===== src/rtl/la_iodeglitch_if.sv =====
// Pad-input deglitcher bundle: raw level, enable and threshold in; clean level,
// edge strobes and busy out. master drives inputs, slave is the filter.
interface la_iodeglitch_if #(
   parameter int CNTW = 8
) ();
   logic            in;
   logic            en;
   logic [CNTW-1:0] thresh;
   logic            out;
   logic            rise;
   logic            fall;
   logic            busy;

   modport master (
      output in, en, thresh,
      input  out, rise, fall, busy
   );

   modport slave (
      input  in, en, thresh,
      output out, rise, fall, busy
   );
endinterface


===== src/rtl/la_iodeglitch.sv =====
// Pad-input conditioner: synchronises io.in, qualifies changes for thresh+1 cycles,
// drives clean io.out plus io.rise/io.fall strobes and io.busy. Ports: clk, reset, io.
module la_iodeglitch #(
   parameter int   SYNCW  = 2,
   parameter int   CNTW   = 8,
   parameter logic RSTVAL = 1'b0
) (
   input logic           clk,
   input logic           reset,
   la_iodeglitch_if.slave io
);

   typedef enum logic {
      STABLE = 1'b0,
      QUAL   = 1'b1
   } state_t;

   logic [SYNCW-1:0] sr;
   logic             s;
   state_t           state, state_nxt;
   logic [CNTW-1:0]  cnt, cnt_nxt;
   logic             out_q, out_nxt;
   logic             rise_q, rise_nxt;
   logic             fall_q, fall_nxt;
   logic             diff;

   // synchroniser keeps sampling regardless of en
   always_ff @(posedge clk or posedge reset) begin
      if (reset) sr <= {SYNCW{RSTVAL}};
      else       sr <= {sr[SYNCW-2:0], io.in};
   end

   assign s    = sr[SYNCW-1];
   assign diff = (s != out_q);

   always_ff @(posedge clk or posedge reset) begin
      if (reset) begin
         state  <= STABLE;
         cnt    <= '0;
         out_q  <= RSTVAL;
         rise_q <= 1'b0;
         fall_q <= 1'b0;
      end else begin
         state  <= state_nxt;
         cnt    <= cnt_nxt;
         out_q  <= out_nxt;
         rise_q <= rise_nxt;
         fall_q <= fall_nxt;
      end
   end

   always_comb begin
      state_nxt = state;
      cnt_nxt   = cnt;
      out_nxt   = out_q;
      rise_nxt  = 1'b0;
      fall_nxt  = 1'b0;
      unique case (state)
         STABLE: begin
            cnt_nxt = '0;
            if (io.en && diff) begin
               if (io.thresh == '0) begin
                  out_nxt = s;
               end else begin
                  cnt_nxt   = CNTW'(1);
                  state_nxt = QUAL;
               end
            end
         end
         QUAL: begin
            if (!io.en || !diff) begin
               // disabled or glitch gone: drop the candidate silently
               cnt_nxt   = '0;
               state_nxt = STABLE;
            end else if (cnt >= io.thresh) begin
               // >= so a lowered thresh completes at once
               out_nxt   = s;
               cnt_nxt   = '0;
               state_nxt = STABLE;
            end else begin
               cnt_nxt = cnt + 1'b1;
            end
         end
         default: begin
            state_nxt = STABLE;
            cnt_nxt   = '0;
         end
      endcase
      rise_nxt = out_nxt & ~out_q;
      fall_nxt = ~out_nxt & out_q;
   end

   assign io.out  = out_q;
   assign io.rise = rise_q;
   assign io.fall = fall_q;
   assign io.busy = (state == QUAL);

endmodule


===== src/flat_wrapper.sv =====
// flat-port wrapper written by rule: the top's interface ports become plain ports
module la_iodeglitch_flat 
#(
   parameter int   SYNCW  = 2,
   parameter int   CNTW   = 8,
   parameter logic RSTVAL = 1'b0
)
  (clk, reset, io_in, io_en, io_thresh, io_out, io_rise, io_fall, io_busy);
  la_iodeglitch_if #(.CNTW(CNTW)) io_i ();
  input logic clk;
  input logic reset;
  input wire logic [$bits(io_i.in)-1:0] io_in;
  input wire logic [$bits(io_i.en)-1:0] io_en;
  input wire logic [$bits(io_i.thresh)-1:0] io_thresh;
  output wire logic [$bits(io_i.out)-1:0] io_out;
  output wire logic [$bits(io_i.rise)-1:0] io_rise;
  output wire logic [$bits(io_i.fall)-1:0] io_fall;
  output wire logic [$bits(io_i.busy)-1:0] io_busy;
  assign io_i.in = io_in;
  assign io_i.en = io_en;
  assign io_i.thresh = io_thresh;
  assign io_out = io_i.out;
  assign io_rise = io_i.rise;
  assign io_fall = io_i.fall;
  assign io_busy = io_i.busy;
  la_iodeglitch #(.SYNCW(SYNCW), .CNTW(CNTW), .RSTVAL(RSTVAL)) u_core (.clk(clk), .reset(reset), .io(io_i));
endmodule

===== config.mk =====
export PLATFORM = sky130hd
export DESIGN_NAME = la_iodeglitch_flat
export DESIGN_NICKNAME = d
export VERILOG_FILES = /design/src/rtl/la_iodeglitch_if.sv /design/src/rtl/la_iodeglitch.sv /design/src/flat_wrapper.sv
export SDC_FILE = /design/constraint.sdc
export NUM_CORES = 1
export LEC_CHECK = 0
export CORE_MARGIN = 4
export CORE_UTILIZATION = 50
export DETAILED_ROUTE_END_ITERATION = 7
export GPL_TIMING_DRIVEN = 1
export PLACE_DENSITY_LB_ADDON = 0.3
export SLEW_MARGIN = 30
export SYNTH_ARGS = -nofsm -noshare
export SYNTH_HDL_FRONTEND = slang
export SYNTH_SLANG_ARGS = --single-unit

===== constraint.sdc =====
create_clock -name clk -period 4.4 [get_ports clk]
set_input_delay 0.66 -clock clk [delete_from_list [all_inputs] [get_ports clk]]
set_output_delay 0.66 -clock clk [all_outputs]
set_load 0.005 [all_outputs]

==> results of run 1 <==
cells in the final DEF (no fill, tap or decap), types with 2 or more instances in the layout:
cell	Yosys	routed
sky130_fd_sc_hd__xor2_1	3	3
sky130_fd_sc_hd__clkdlybuf4s50_1	0	15
sky130_fd_sc_hd__nand3_1	3	3
sky130_fd_sc_hd__o21ai_0	2	2
sky130_fd_sc_hd__ha_1	9	9
sky130_fd_sc_hd__inv_1	12	12
sky130_fd_sc_hd__nand2_1	2	2
sky130_fd_sc_hd__nor2_1	10	10
sky130_fd_sc_hd__and2_1	2	2
sky130_fd_sc_hd__dfrtp_1	14	14
sky130_fd_sc_hd__clkbuf_4	0	3
sky130_fd_sc_hd__xnor2_1	3	3
layout make-up:
class                      count  area, um2
tap                           16       20.0
fill                         134        524
sequential                    14        350
timing repair buffer          15        150
multi-input combinational     52        412
inverter                      12       45.0
clock buffer                   3       22.5
worst max-delay path: cells and delay by family:
kind	cells	cell delay (ns)
simple gates	2	0.34
buf+inv	1	0.43
compound gates	3	0.87
fa+ha+maj	1	0.30
path summary, 6_finish.rpt:
path / end / slack (ns) / depth (start not counted)
setup / recovery: u_core.cnt[0] / 1.98 / 7
hold / removal: u_core.sr[1] / 0.36 / 0
setup reg to reg: u_core.cnt[0] / 2.38 / 7
hold reg to reg: u_core.sr[1] / 0.36 / 0
max in group asynchronous: u_core.cnt[6] / 3.33 / 2
min in group asynchronous: u_core.io.out / 0.72 / 2
sequential cells by signal, indices dropped and copies added (netlist names):
register	flops
u_core.io.out	1
u_core.io.fall	1
u_core.sr	2
u_core.io.busy	1
u_core.cnt	8
u_core.io.rise	1
stage by stage:
stage | std cells | power, mW | hold slack (ns) | worst slack, ns
after floorplan | 79 | 0.209 | 0.331 | 2.23
after global placement | 109 | 0.241 | 0.334 | 1.75
after detailed placement | 109 | 0.246 | 0.344 | 1.69
after CTS | 112 | 0.314 | 0.362 | 1.96
after global routing | 112 | 0.333 | 0.372 | 1.86
final | 112 | 0.310 | 0.357 | 1.98
power groups by stage:
stage,registers (mW),logic (mW),clock network (mW)
finish,0.152,0.0905,0.0676
global placement,0.153,0.0881,0
CTS,0.152,0.0919,0.0707
global route,0.154,0.0997,0.0792
floorplan,0.152,0.0566,0
detailed placement,0.154,0.0918,0
logic make-up (layout without fill, tap and decap cells):
family | Yosys count | after routing
AOI/OAI and AO/OA | 8 | 8
xor gates and xnor gates | 6 | 6
adders and majority gates | 9 | 9
buffers and inverters | 13 | 30
DFF | 14 | 14
muxes | 1 | 1
and+or+nand+nor | 28 | 28
per-layer routing:
metal / global-route usage / wire length, um
met5: 0 / 0
met4: 0.0269 / 0
met2: 0.233 / 728
met1: 0.172 / 670
met3: 0.0552 / 105
cell usage after synthesis (2+ instances only):
cell                       n  area (um2)
sky130_fd_sc_hd__xor2_1    3        26.3
sky130_fd_sc_hd__xnor2_1   3        26.3
sky130_fd_sc_hd__nand3_1   3        15.0
sky130_fd_sc_hd__o21ai_0   2        10.0
sky130_fd_sc_hd__inv_1    12        45.0
sky130_fd_sc_hd__ha_1      9         113
sky130_fd_sc_hd__nor2_1   10        37.5
sky130_fd_sc_hd__nand2_1   2        7.51
sky130_fd_sc_hd__and2_1    2        12.5
sky130_fd_sc_hd__dfrtp_1  14         350
==> reports/qor.txt, run 1 <==
Post-synthesis share of cell area spent on full adders, half adders and majority gates - 0.138
Via count of the routed design - 582
Clock Sink Count - 14
Detailed-placement wirelength estimate - 1230 um
Crit-path max FO - 8
Skew final - 0.000418 ns
YS warnings - 0
Initial antenna violation count - 0
Register bit count reported by yosys - 14
Clock input transition at the sequential cells of the worst setup and hold paths - 0.07 ns
Post-synth net total - 100
Internal Pwr Total - 227 uW
Arrival time of data at the critical path endpoint - 2.61 ns
Proportion of total power due to net switching - 0.268
Count of maximum capacitance violations - 0
Actual slew at the worst max-slew pin - 0.527 ns
Post-detailed-routing wire length - 1500 um
RSZ-0062 raised after global routing - false
Total negative slack for setup checks - 0 ns
Sequential cell fraction of total power - 0.490
Share of cell area taken by muxes after synthesis - 0.0183
Number of unique standard cell types used by synthesis - 29
Number of enable-type register cells in the synthesized netlist - 0
Count of mapped cells out of synthesis - 79
Cell breakdown of the critical path - clkdlybuf4s50_1 > ha_1 > nand2b_4 > a2111o_1 > a31oi_4 > nand2b_1 > o22ai_1
Number of global-route vias before repair - 597
Most instantiated flip-flop cell in the synthesis netlist - sky130_fd_sc_hd__dfrtp_1
Die extent in y - 48.5 um
Global-route wire length before repair - 2670 um
Static leakage power - 0.491 nW
CTS H-tree lvls - 1
Max rail drop VDD - 171 uV
RD Place Congestion - 0.826
Clock share of power - 0.218
Clock root buffer - sky130_fd_sc_hd__clkbuf_4
Final Setup Violations - 0
Switching power - 83.0 uW
Share of synthesized cell area in and, or, nand and nor gates - 0.194
Kind of launch point of the worst setup path - input pin
Classification of the worst-slack hold path - register to register
First-pass detailed-route iteration total - 2
Fraction of final layout cells with drive strength greater than 1 - 0.104
Library cell contributing the largest single delay on the critical path - sky130_fd_sc_hd__a2111o_1
Complex-gate fraction of the synthesized area - 0.0887
Slew Limit Headroom - 0.648
Maximum achievable frequency - 412 MHz
Skew-Pair Late Insertion Delay - 0.27 ns
Resized Gates After CTS - 0
Result of the run - finished, final reports clean
Part of the total power dissipated in combinational logic - 0.292
Area of the die - 0.00235 mm2
TritonCTS clock tree - built
Antenna Nets Post-Route - 0
Overflow after GRT - 0
Main combinational cell family by area after synthesis - simple AND/OR/NAND/NOR gates
Syn_area_per_cell - 10.4 um2
Final antenna diode count - 0
Post-place instance area - 977 um2
Global Route Usage Sum - 0.140
Buffers from clock root to sink, at most - 2
Wire per inst - 13.4 um
TritonCTS buffer count - 3
Die X - 48.5 um
XOR/XNOR Fraction of Synth Area - 0.0642
Placement row count - 14
Max-slew violation count - 0
Area growth, synth to finish - 22.2%
Final worst path period need - 2.42 ns
Start point of the worst min-delay path - u_core.sr[0]
Stage delay of the slowest cell on the critical path - 0.44 ns
Capturing element type of the critical path - register
Via density per instance - 5.20
Initial drt markers - 4
Number of top-level design ports - 16
Final core utilization - 0.656
Worst flop-to-flop path startpoint - u_core.cnt[0]
Path type of the worst setup path - input pin to register
Number of nets in the final layout - 119
CTS Hold Bufs - 0
Maximum number of pins on one net before global-route repair - 15
P per Cell Area - 310 mW/mm2
Initial Util - 0.537
Sequential element share of the synthesized area - 0.428
Share of the clock period used by the worst path after layout - 0.551
Share of synthesized registers carrying an async set or reset - 1.00
Buffers on Ports - 15
Core box area - 0.00152 mm2
Fin. Hold Viols - 0
Launching instance or port of the critical path - io_thresh[0]
Worst Path Required - 4.59 ns
Total non-filler cell area in the finished layout - 1000 um2
Synthesized cell area - 818 um2
Setup bufs post-CTS - 0
DR DRC count - 0
Power figures use the tool's default switching activity.
==> inputs of run 2 (changes only) <==
--- a/config.mk
+++ b/config.mk
@@ -6,7 +6,7 @@
 export NUM_CORES = 1
 export LEC_CHECK = 0
 export CORE_MARGIN = 4
-export CORE_UTILIZATION = 50
+export CORE_UTILIZATION = 44
 export DETAILED_ROUTE_END_ITERATION = 7
 export GPL_TIMING_DRIVEN = 1
 export PLACE_DENSITY_LB_ADDON = 0.3
==> constraint.sdc (replaced) <==
create_clock -name clk -period 2.13 [get_ports clk]
set_input_delay 0.3195 -clock clk [delete_from_list [all_inputs] [get_ports clk]]
set_output_delay 0.3195 -clock clk [all_outputs]
set_load 0.005 [all_outputs]
==> run 2 against run 1 <==
Against the previous run:
- cell count is 13% higher
- routed wire length is 2.9% higher
- final area is 5.5% higher
- clock power grew to 2.9 times the previous value
- largest power group unchanged
- highest routed layer is now met4
==> reports/qor.txt, run 2 (synthesized netlist as in run 1, its figures left out) <==
Result of the run - finished, final reports clean (unchanged)
Clock input transition at the sequential cells of the worst setup and hold paths - 0.09 ns (was 0.07 ns)
Fraction of final layout cells with drive strength greater than 1 - 0.149 (was 0.104)
TritonCTS buffer count - 3 (unchanged)
Switching power - 190 uW (was 83.0 uW)
Cell breakdown of the critical path - clkdlybuf4s50_1 > ha_1 > nand2b_4 > a2111o_1 > a31oi_4 > nor2_2 > mux2_4 (was clkdlybuf4s50_1 > ha_1 > nand2b_4 > a2111o_1 > a31oi_4 > nand2b_1 > o22ai_1)
Worst Path Required - 2.32 ns (was 4.59 ns)
TritonCTS clock tree - built (unchanged)
Commonest cells after routing, fill and taps aside - sky130_fd_sc_hd__clkdlybuf4s50_1 (15), sky130_fd_sc_hd__dfrtp_1 (14), sky130_fd_sc_hd__inv_1 (12), sky130_fd_sc_hd__nor2_1 (10), sky130_fd_sc_hd__ha_1 (9) (unchanged)
GR Layer Usage met2 - 0.202 (was 0.233)
Post-layout total power - 704 uW (was 310 uW)
Most flop-heavy register - u_core.cnt (unchanged)
RSZ-0062 raised after global routing - false (unchanged)
Arrival time of data at the critical path endpoint - 2.22 ns (was 2.61 ns)
Wire per inst - 12.3 um (was 13.4 um)
First-pass detailed-route iteration total - 4 (was 2)
Final antenna diode count - 0 (unchanged)
Count of maximum capacitance violations - 0 (unchanged)
Library cell contributing the largest single delay on the critical path - sky130_fd_sc_hd__a2111o_1 (unchanged)
Routing layer with the top usage in global route - met2 (unchanged)
Max FFs per register - 8 (unchanged)
Maximum achievable frequency - 493 MHz
Crit-path max FO - 3 (was 8)
Resized Gates After CTS - 0 (unchanged)
Kind of launch point of the worst setup path - input pin (unchanged)
Buffers from clock root to sink, at most - 2 (unchanged)
Via density per instance - 5.02 (was 5.20)
DR DRC count - 0 (unchanged)
Initial antenna violation count - 0 (unchanged)
Met1 usage - 0.159 (was 0.172)
Clock root buffer - sky130_fd_sc_hd__clkbuf_4 (unchanged)
Skew final - 0.00360 ns (was 0.000418 ns)
Actual slew at the worst max-slew pin - 0.540 ns (was 0.527 ns)
Stage delay of the slowest cell on the critical path - 0.44 ns (about the same)
Share of the clock period used by the worst path after layout - 0.953
Final core utilization - 0.604 (was 0.656)
RD Place Congestion - 0.723 (was 0.826)
Internal Pwr Total - 514 uW (was 227 uW)
Part of the total power dissipated in combinational logic - 0.275 (was 0.292)
Area of the die - 0.00261 mm2 (was 0.00235 mm2)
P per Cell Area - 668 mW/mm2 (was 310 mW/mm2)
Number of nets in the final layout - 123 (was 119)
CTS Hold Bufs - 0 (unchanged)
Capturing element type of the critical path - register (unchanged)
Classification of the worst-slack hold path - input pin to async pin (was register to register)
Core box area - 0.00175 mm2 (was 0.00152 mm2)
Clock Sink Count - 14 (unchanged)
Fin. Hold Viols - 0 (unchanged)
Path type of the worst setup path - input pin to register (unchanged)
Largest regs - u_core.cnt x8, u_core.sr x2 (unchanged)
Total negative slack for setup checks - 0 ns (unchanged)
Setup bufs post-CTS - 0 (unchanged)
Buffers on Ports - 15 (unchanged)
Most common library cell in the layout ignoring fill and taps - sky130_fd_sc_hd__clkdlybuf4s50_1 (unchanged)
Die X - 51.1 um (was 48.5 um)
Die extent in y - 51.1 um (was 48.5 um)
Number of global-route vias before repair - 581 (was 597)
Initial drt markers - 16 (was 4)
Number of top-level design ports - 16 (unchanged)
CTS H-tree lvls - 1 (unchanged)
Maximum number of pins on one net before global-route repair - 15 (unchanged)
GR Layer Usage met3 - 0.0466 (was 0.0552)
Detailed-placement wirelength estimate - 1190 um (was 1230 um)
Initial Util - 0.469 (was 0.537)
Max rail drop VDD - 493 uV (was 171 uV)
Slew Limit Headroom - 0.639 (was 0.648)
Via count of the routed design - 632 (was 582)
Final worst path period need - 2.03 ns
Sequential cell fraction of total power - 0.443 (was 0.490)
Layout fillers - 166 (was 134)
Global-route wire length before repair - 2570 um (was 2670 um)
Skew-Pair Late Insertion Delay - 0.29 ns (was 0.27 ns)
Global Route Usage Sum - 0.138 (was 0.140)
Overflow after GRT - 0 (unchanged)
Clock share of power - 0.281 (was 0.218)
Max-slew violation count - 0 (unchanged)
Proportion of total power due to net switching - 0.269 (was 0.268)
Final Setup Violations - 0 (unchanged)
Post-detailed-routing wire length - 1550 um (was 1500 um)
Static leakage power - 0.516 nW (was 0.491 nW)
Area growth, synth to finish - 28.9% (was 22.2%)
Antenna Nets Post-Route - 0 (unchanged)
Placement row count - 15 (was 14)
[run 2: cell types whose count changed in the layout (fill, tap and decap cells not counted), sizes merged]
cell	before	now
buf	0	4
clkbuf	3	4
[run 2: area by class of cell]
class / count / area [um2] / share of cell area
Timing Repair Buffer: 19 / 180 / 0.171
Tap cell: 25 / 31.3 / 0.0297
Inverter: 12 / 45.0 / 0.0427
Sequential cell: 14 / 350 / 0.332
Clock buffer: 4 / 36.3 / 0.0344
Multi-Input combinational cell: 52 / 412 / 0.390
[run 2: final timing paths]
| check | endpoint | depth (start not counted) | start | slack (ns) |
|---|---|---|---|---|
| max | u_core.io.out | 7 | io_thresh[0] | 0.10 |
| min | u_core.cnt[0] | 2 | reset | 0.36 |
| max reg2reg | u_core.io.out | 7 | u_core.cnt[0] | 0.14 |
| min reg2reg | u_core.sr[1] | 0 | u_core.sr[0] | 0.36 |
| max in group asynchronous | u_core.cnt[7] | 2 | reset | 1.41 |
| min in group clk | u_core.sr[1] | 0 | u_core.sr[0] | 0.36 |
[run 2: power groups by stage]
stage | logic (mW) | clock network (mW) | registers (mW)
after floorplan | 0.117 | 0 | 0.314
after global placement | 0.191 | 0 | 0.317
after detailed placement | 0.194 | 0 | 0.318
after CTS | 0.194 | 0.199 | 0.313
after global routing | 0.208 | 0.212 | 0.316
final | 0.194 | 0.198 | 0.312
[run 2: per-stage QoR]
stage | setup WS, ns | hold WS (ns) | std cells | cell area [um2]
after floorplan | 0.226 | 0.209 | 79 | 818
after global placement | -0.169 | 0.333 | 122 | 1020
after detailed placement | -0.208 | 0.343 | 122 | 1020
after CTS | 0.103 | 0.363 | 126 | 1050
after global routing | 0.0188 | 0.383 | 126 | 1050
final | 0.101 | 0.355 | 126 | 1050
[run 2: metal layers]
metal,part of all wire,routed length [um]
met1,0.47,720
met2,0.43,663
met3,0.067,104
met4,0.039,60
met5,0,0
[run 2: worst max-delay path: cells and delay by family]
| kind | cells | cell delay [ns] |
|---|---|---|
| compound gates | 2 | 0.66 |
| fa+ha+maj | 1 | 0.30 |
| buf+inv | 1 | 0.43 |
| mux | 1 | 0.29 |
| simple gates | 2 | 0.21 |
